===== src/rtl/stepper_move_sequencer.sv =====
// stepper_move_sequencer: turns signed relative move requests into timed single-cycle step commands.
// Optional soft position limits are enabled by defining STEPPER_SEQ_LIMIT_EN.
`default_nettype none

module stepper_move_sequencer #(
    parameter int CNT_W      = 16,
    parameter int PER_W      = 16,
    parameter int POS_W      = 24,
    parameter int MIN_PERIOD = 2,
    parameter int POS_MIN    = -8388608,
    parameter int POS_MAX    = 8388607
) (
    input  logic                    system1000,
    input  logic                    system1000_rstn,
    input  logic                    cmd_valid,
    output logic                    cmd_ready,
    input  logic [CNT_W-1:0]        cmd_steps,
    input  logic [PER_W-1:0]        cmd_period,
    input  logic                    abort,
    output logic [1:0]              step_cmd,
    output logic                    busy,
    output logic                    done,
    output logic                    aborted,
    output logic                    limit_hit,
    output logic signed [POS_W-1:0] position
);

    typedef enum logic [0:0] {S_IDLE = 1'b0, S_RUN = 1'b1} state_t;

    state_t                  state_q, state_d;
    logic                    dir_q, dir_d;
    logic [CNT_W-1:0]        remaining_q, remaining_d;
    logic [PER_W-1:0]        per_q, per_d;
    logic [PER_W-1:0]        timer_q, timer_d;
    logic signed [POS_W-1:0] position_q, position_d;
    logic [1:0]              step_cmd_q, step_cmd_d;
    logic                    done_q, done_d;
    logic                    aborted_q, aborted_d;
    logic                    limit_hit_q, limit_hit_d;

    logic [CNT_W-1:0]        w_abs;
    logic [PER_W-1:0]        w_per;
    logic signed [POS_W-1:0] w_pos_step;
    logic                    w_limit_viol;

    // Magnitude is taken as unsigned, so the most negative count maps to 2^(CNT_W-1).
    assign w_abs      = cmd_steps[CNT_W-1] ? (~cmd_steps + 1'b1) : cmd_steps;
    assign w_per      = (cmd_period < PER_W'(MIN_PERIOD)) ? PER_W'(MIN_PERIOD) : cmd_period;
    assign w_pos_step = dir_q ? (position_q - 1'b1) : (position_q + 1'b1);

`ifdef STEPPER_SEQ_LIMIT_EN
    localparam logic signed [POS_W:0] C_POS_MIN = (POS_W+1)'(POS_MIN);
    localparam logic signed [POS_W:0] C_POS_MAX = (POS_W+1)'(POS_MAX);
    localparam logic signed [POS_W:0] C_ONE     = (POS_W+1)'(1);

    logic signed [POS_W:0] w_pos_sx;
    logic signed [POS_W:0] w_pos_ext;

    // One extra bit so the candidate position cannot wrap before the range test.
    assign w_pos_sx     = {position_q[POS_W-1], position_q};
    assign w_pos_ext    = dir_q ? (w_pos_sx - C_ONE) : (w_pos_sx + C_ONE);
    assign w_limit_viol = (w_pos_ext < C_POS_MIN) || (w_pos_ext > C_POS_MAX);
`else
    logic unused_limits;
    assign unused_limits = (POS_MIN > POS_MAX);
    assign w_limit_viol  = 1'b0;
`endif

    always_comb begin
        state_d     = state_q;
        dir_d       = dir_q;
        remaining_d = remaining_q;
        per_d       = per_q;
        timer_d     = timer_q;
        position_d  = position_q;
        step_cmd_d  = 2'b00;
        done_d      = 1'b0;
        aborted_d   = aborted_q;
        limit_hit_d = limit_hit_q;

        case (state_q)
            S_IDLE: begin
                if (cmd_valid) begin
                    dir_d       = cmd_steps[CNT_W-1];
                    remaining_d = w_abs;
                    per_d       = w_per;
                    timer_d     = w_per - 1'b1;
                    aborted_d   = 1'b0;
                    limit_hit_d = 1'b0;
                    if (w_abs == '0) begin
                        done_d = 1'b1;
                    end else begin
                        state_d = S_RUN;
                    end
                end
            end
            S_RUN: begin
                timer_d = (timer_q == '0) ? (per_q - 1'b1) : (timer_q - 1'b1);
                if (remaining_q == '0) begin
                    state_d = S_IDLE;
                    done_d  = 1'b1;
                end else if (abort) begin
                    state_d   = S_IDLE;
                    done_d    = 1'b1;
                    aborted_d = 1'b1;
                end else if (timer_q == PER_W'(1)) begin
                    // The step is registered together with the timer reaching zero.
                    if (w_limit_viol) begin
                        state_d     = S_IDLE;
                        done_d      = 1'b1;
                        limit_hit_d = 1'b1;
                    end else begin
                        step_cmd_d  = dir_q ? 2'b10 : 2'b01;
                        remaining_d = remaining_q - 1'b1;
                        position_d  = w_pos_step;
                    end
                end
            end
            default: state_d = S_IDLE;
        endcase
    end

    always_ff @(posedge system1000 or negedge system1000_rstn) begin
        if (!system1000_rstn) begin
            state_q     <= S_IDLE;
            dir_q       <= 1'b0;
            remaining_q <= '0;
            per_q       <= '0;
            timer_q     <= '0;
            position_q  <= '0;
            step_cmd_q  <= 2'b00;
            done_q      <= 1'b0;
            aborted_q   <= 1'b0;
            limit_hit_q <= 1'b0;
        end else begin
            state_q     <= state_d;
            dir_q       <= dir_d;
            remaining_q <= remaining_d;
            per_q       <= per_d;
            timer_q     <= timer_d;
            position_q  <= position_d;
            step_cmd_q  <= step_cmd_d;
            done_q      <= done_d;
            aborted_q   <= aborted_d;
            limit_hit_q <= limit_hit_d;
        end
    end

    assign cmd_ready = (state_q == S_IDLE);
    assign busy      = (state_q == S_RUN);
    assign step_cmd  = step_cmd_q;
    assign done      = done_q;
    assign aborted   = aborted_q;
    assign limit_hit = limit_hit_q;
    assign position  = position_q;

endmodule

`default_nettype wire


===== config.mk =====
export PLATFORM = sky130hd
export DESIGN_NAME = stepper_move_sequencer
export DESIGN_NICKNAME = d
export VERILOG_FILES = /design/src/rtl/stepper_move_sequencer.sv
export SDC_FILE = /design/constraint.sdc
export NUM_CORES = 1
export LEC_CHECK = 0
export CAP_MARGIN = 20
export CORE_UTILIZATION = 50
export CTS_BUF_LIST = sky130_fd_sc_hd__clkbuf_4
export CTS_CLUSTER_SIZE = 12
export DETAILED_ROUTE_END_ITERATION = 12
export MAX_ROUTING_LAYER = met4
export PLACE_DENSITY = 0.75
export SLEW_MARGIN = 30
export SYNTH_ARGS = -nofsm -noshare
export SYNTH_HDL_FRONTEND = slang
export SYNTH_SLANG_ARGS = --single-unit
export TNS_END_PERCENT = 10

===== constraint.sdc =====
create_clock -name system1000 -period 4.53 [get_ports system1000]
set_clock_uncertainty 0.05 [all_clocks]
set_input_delay 0.906 -clock system1000 [delete_from_list [all_inputs] [get_ports system1000]]
set_output_delay 0.906 -clock system1000 [all_outputs]
set_load 0.01 [all_outputs]

==> results by group <==
Critical path
  • CP Launch Type: flop
  • Crit Path Category: reg2reg
  • Critical path capture point type: flop
  • Crit path required time: around 4.8 ns
  • Critical path arrival: 3.63 ns
  • Crit path max fanout: 24

Logic synthesis
  • Post-synth EDFFs: 0
  • Cells after synthesis: roughly 730
  • Yosys top cell area share: 0.335
  • Cell taking the most area after synthesis: dfrtp_1
  • Yosys cell types: 63
  • Synthesized Nets: 793
  • Largest cells by area after synthesis: dfrtp_1 (33%), nand2_1 (8.1%), ha_1 (6.0%)
  • Synth Warn #: 0
  • Top_reg_cell synth: dfrtp_1
  • Syn Area/Cell: 8.00 sq um
  • Ys async rst share: 1.00
  • Netlist Area Pre-Place: 5830 sq um
  • Seq/Total Area, Yosys: 0.335
  • Synth Register Bits: 78

STA
  • Final hold vios: 0
  • Max-slew violations: 0
  • Hold slack: slightly above 0.4 ns
  • Fin crit period: roughly 3.4 ns
  • Max-slew headroom: 0.421
  • Final setup viols: 0
  • Worst-margin pin slew: 0.868 ns
  • Total negative slack: 0 ns
  • Achievable Freq: 297 MHz
  • Final period utilization: 0.742
  • RSZ-0062 raised after global routing: false

Global route
  • Overflow after GRT: 0
  • Tot GR Track Use: 0.265
  • Pin count of the biggest net entering global routing: 79
  • Initial antenna violation count: 0
  • First-pass GRT wire length: around 24000 um
  • Vias in the first global route: 5217

Clocking
  • CTS hold repair buffers: 0
  • CTS tree: yes
  • Worst-path clk slew: between 0.1 and 0.15 ns
  • CTS Sinks: around 80
  • CTS Buf Count: 9
  • Post-CTS sizing: 0
  • Clock root cell: clkbuf_4
  • Clk buf depth: 2
  • # H-tree levels: 3
  • Worst skew pair latency: 0.46 ns
  • Setup bufs post-CTS: 0

Cells and area
  • Layout Area Growth over Synthesis: 15.8%
  • Commonest non-fill, non-tap cell in the layout: nand2_1
  • Highest-count cells in the layout ignoring fill and taps: nand2_1 (125), dfrtp_1 (78), o21ai_0 (67)
  • Finished Layout Cells: 926
  • Nets: 843
  • Ratio of cells with drive above 1 in the final layout: 0.0460
  • ANT cells: 0

Drt
  • Detailed Routing Iterations Pass 1: 6
  • DR WL/cell: 15.6 um
  • Vias per cell: 6.02
  • 1st-iter DRT viols: 328
  • DRC: 0
  • Antenna Nets Post-Route: 0
  • Vias post-DR: 5573
  • Final WL: ~14000 um

Floorplan
  • # IOs: 67
  • Die Area: 12100 sq um
  • Die width: ~110 um
  • # rows: 39
  • Starting Density: 0.512
  • DIE HEIGHT: 110 um
  • Core area: ~11000 sq um

Job
  • Max-cap violations: 0

Min path
  • Hold Path Class: in2async

Placed design
  • Port Buffer Count: 65
  • HPWL after DPL: 10500 um
  • Placed cell count: 910
  • Final RePlAce weighted congestion: around 0.92

Power
  • Max VDD drop: 0.222 mV
  • LEAKAGE: approximately 2.8 nW
  • PwrDens: 348 nW/um^2

Status
  • Status: finished clean
## cells by family (layout without fill, tap and decap cells)
logic type | count (synthesis) | in the layout | share of synthesized area
AOI/OAI and AO/OA | 210 | 210 | 0.227
and+or+nand+nor | 287 | 287 | 0.231
DFF | 78 | 78 | 0.335
xor gates and xnor gates | 62 | 62 | 0.0932
other | 1 | 1 | 0.000644
adders and majority gates | 29 | 29 | 0.0636
muxes | 8 | 8 | 0.0140
buffers and inverters | 53 | 108 | 0.0356
## state kept, by name, summed over array words and instances (netlist names)
register / cells
position: 24
per_q: 16
remaining_q: 16
timer_q: 16
step_cmd: 2
aborted: 1
busy: 1
dir_q: 1
done: 1
## metal layers
metal / routed length [um] / track usage / vias up
met1: 6710 / 0.345 / 2621
met4: 321 / 0.113 / 0
met5: 0 / - / -
li1: - / - / 2740
met2: 6680 / 0.410 / 181
met3: 745 / 0.0397 / 31
## Yosys cell counts (all sizes together) (2+ instances only)
cell type	instances
a21o	7
and3	2
or3b	2
nor2	60
o221ai	2
a221oi	3
clkbuf	25
inv	20
or4	10
ha	28
o31a	3
o32ai	2
a211oi	10
nand2	125
o41ai	3
nor2b	4
and2	2
a211o	3
or3	14
o21ai	67
mux2i	7
o22ai	5
nand4	4
a31oi	6
o31ai	13
nor3	23
xor2	23
a21oi	51
xnor2	39
dfrtp	78
o311ai	2
or2	3
nand2b	7
o211ai	11
a41o	2
o21a	6
buf	7
nor4	13
o211a	2
nand3	15
a2111oi	2
a22oi	2
## path summary, 6_finish.rpt
path | depth (start not counted) | to | slack [ns] | from
hold reg to reg | 1 | position[23] | 0.42 | position[23]
hold / removal | 1 | position[7] | 0.41 | system1000_rstn
setup reg to reg | 8 | position[19] | 1.17 | dir_q
max in group asynchronous | 1 | timer_q[10] | 3.50 | system1000_rstn
min in group system1000 | 1 | position[23] | 0.42 | position[23]
setup / recovery | 8 | position[19] | 1.17 | dir_q
## worst max-delay path, cell delays in order, from the launching register on
cell and delay (ns):
dfrtp_1 0.93, ha_1 0.37, o211ai_1 0.12, o21a_1 0.19
a2111oi_0 0.73, nor2_1 0.18, o31ai_1 0.40, xnor2_1 0.16
o21ai_0 0.09
## per-stage QoR
step / util / setup WS, ns / total power [mW] / area, sq um
2_1_floorplan: - / 1.58 / 1.60 / 5830
3_3_place_gp: 0.579 / 0.972 / 1.81 / 6580
3_5_place_dp: 0.579 / 0.880 / 1.85 / 6590
4_1_cts: 0.593 / 1.12 / 2.35 / 6750
5_1_grt: 0.593 / 0.895 / 2.51 / 6750
6_report: 0.593 / 1.17 / 2.35 / 6750
## layout make-up
cell class,instances,area (sq um)
fill,1037,4620
multi-input combinational,597,3680
sequential,78,1950
timing repair buffer,71,697
tap,143,179
clock buffer,12,90.1
inverter,21,78.8
clock inverter,4,71.3
## power by group
group	internal, mW	switching (mW)
clock	0.241	0.252
sequential	0.844	0.220
combinational	0.349	0.440
(Power assumes the default switching activity.)
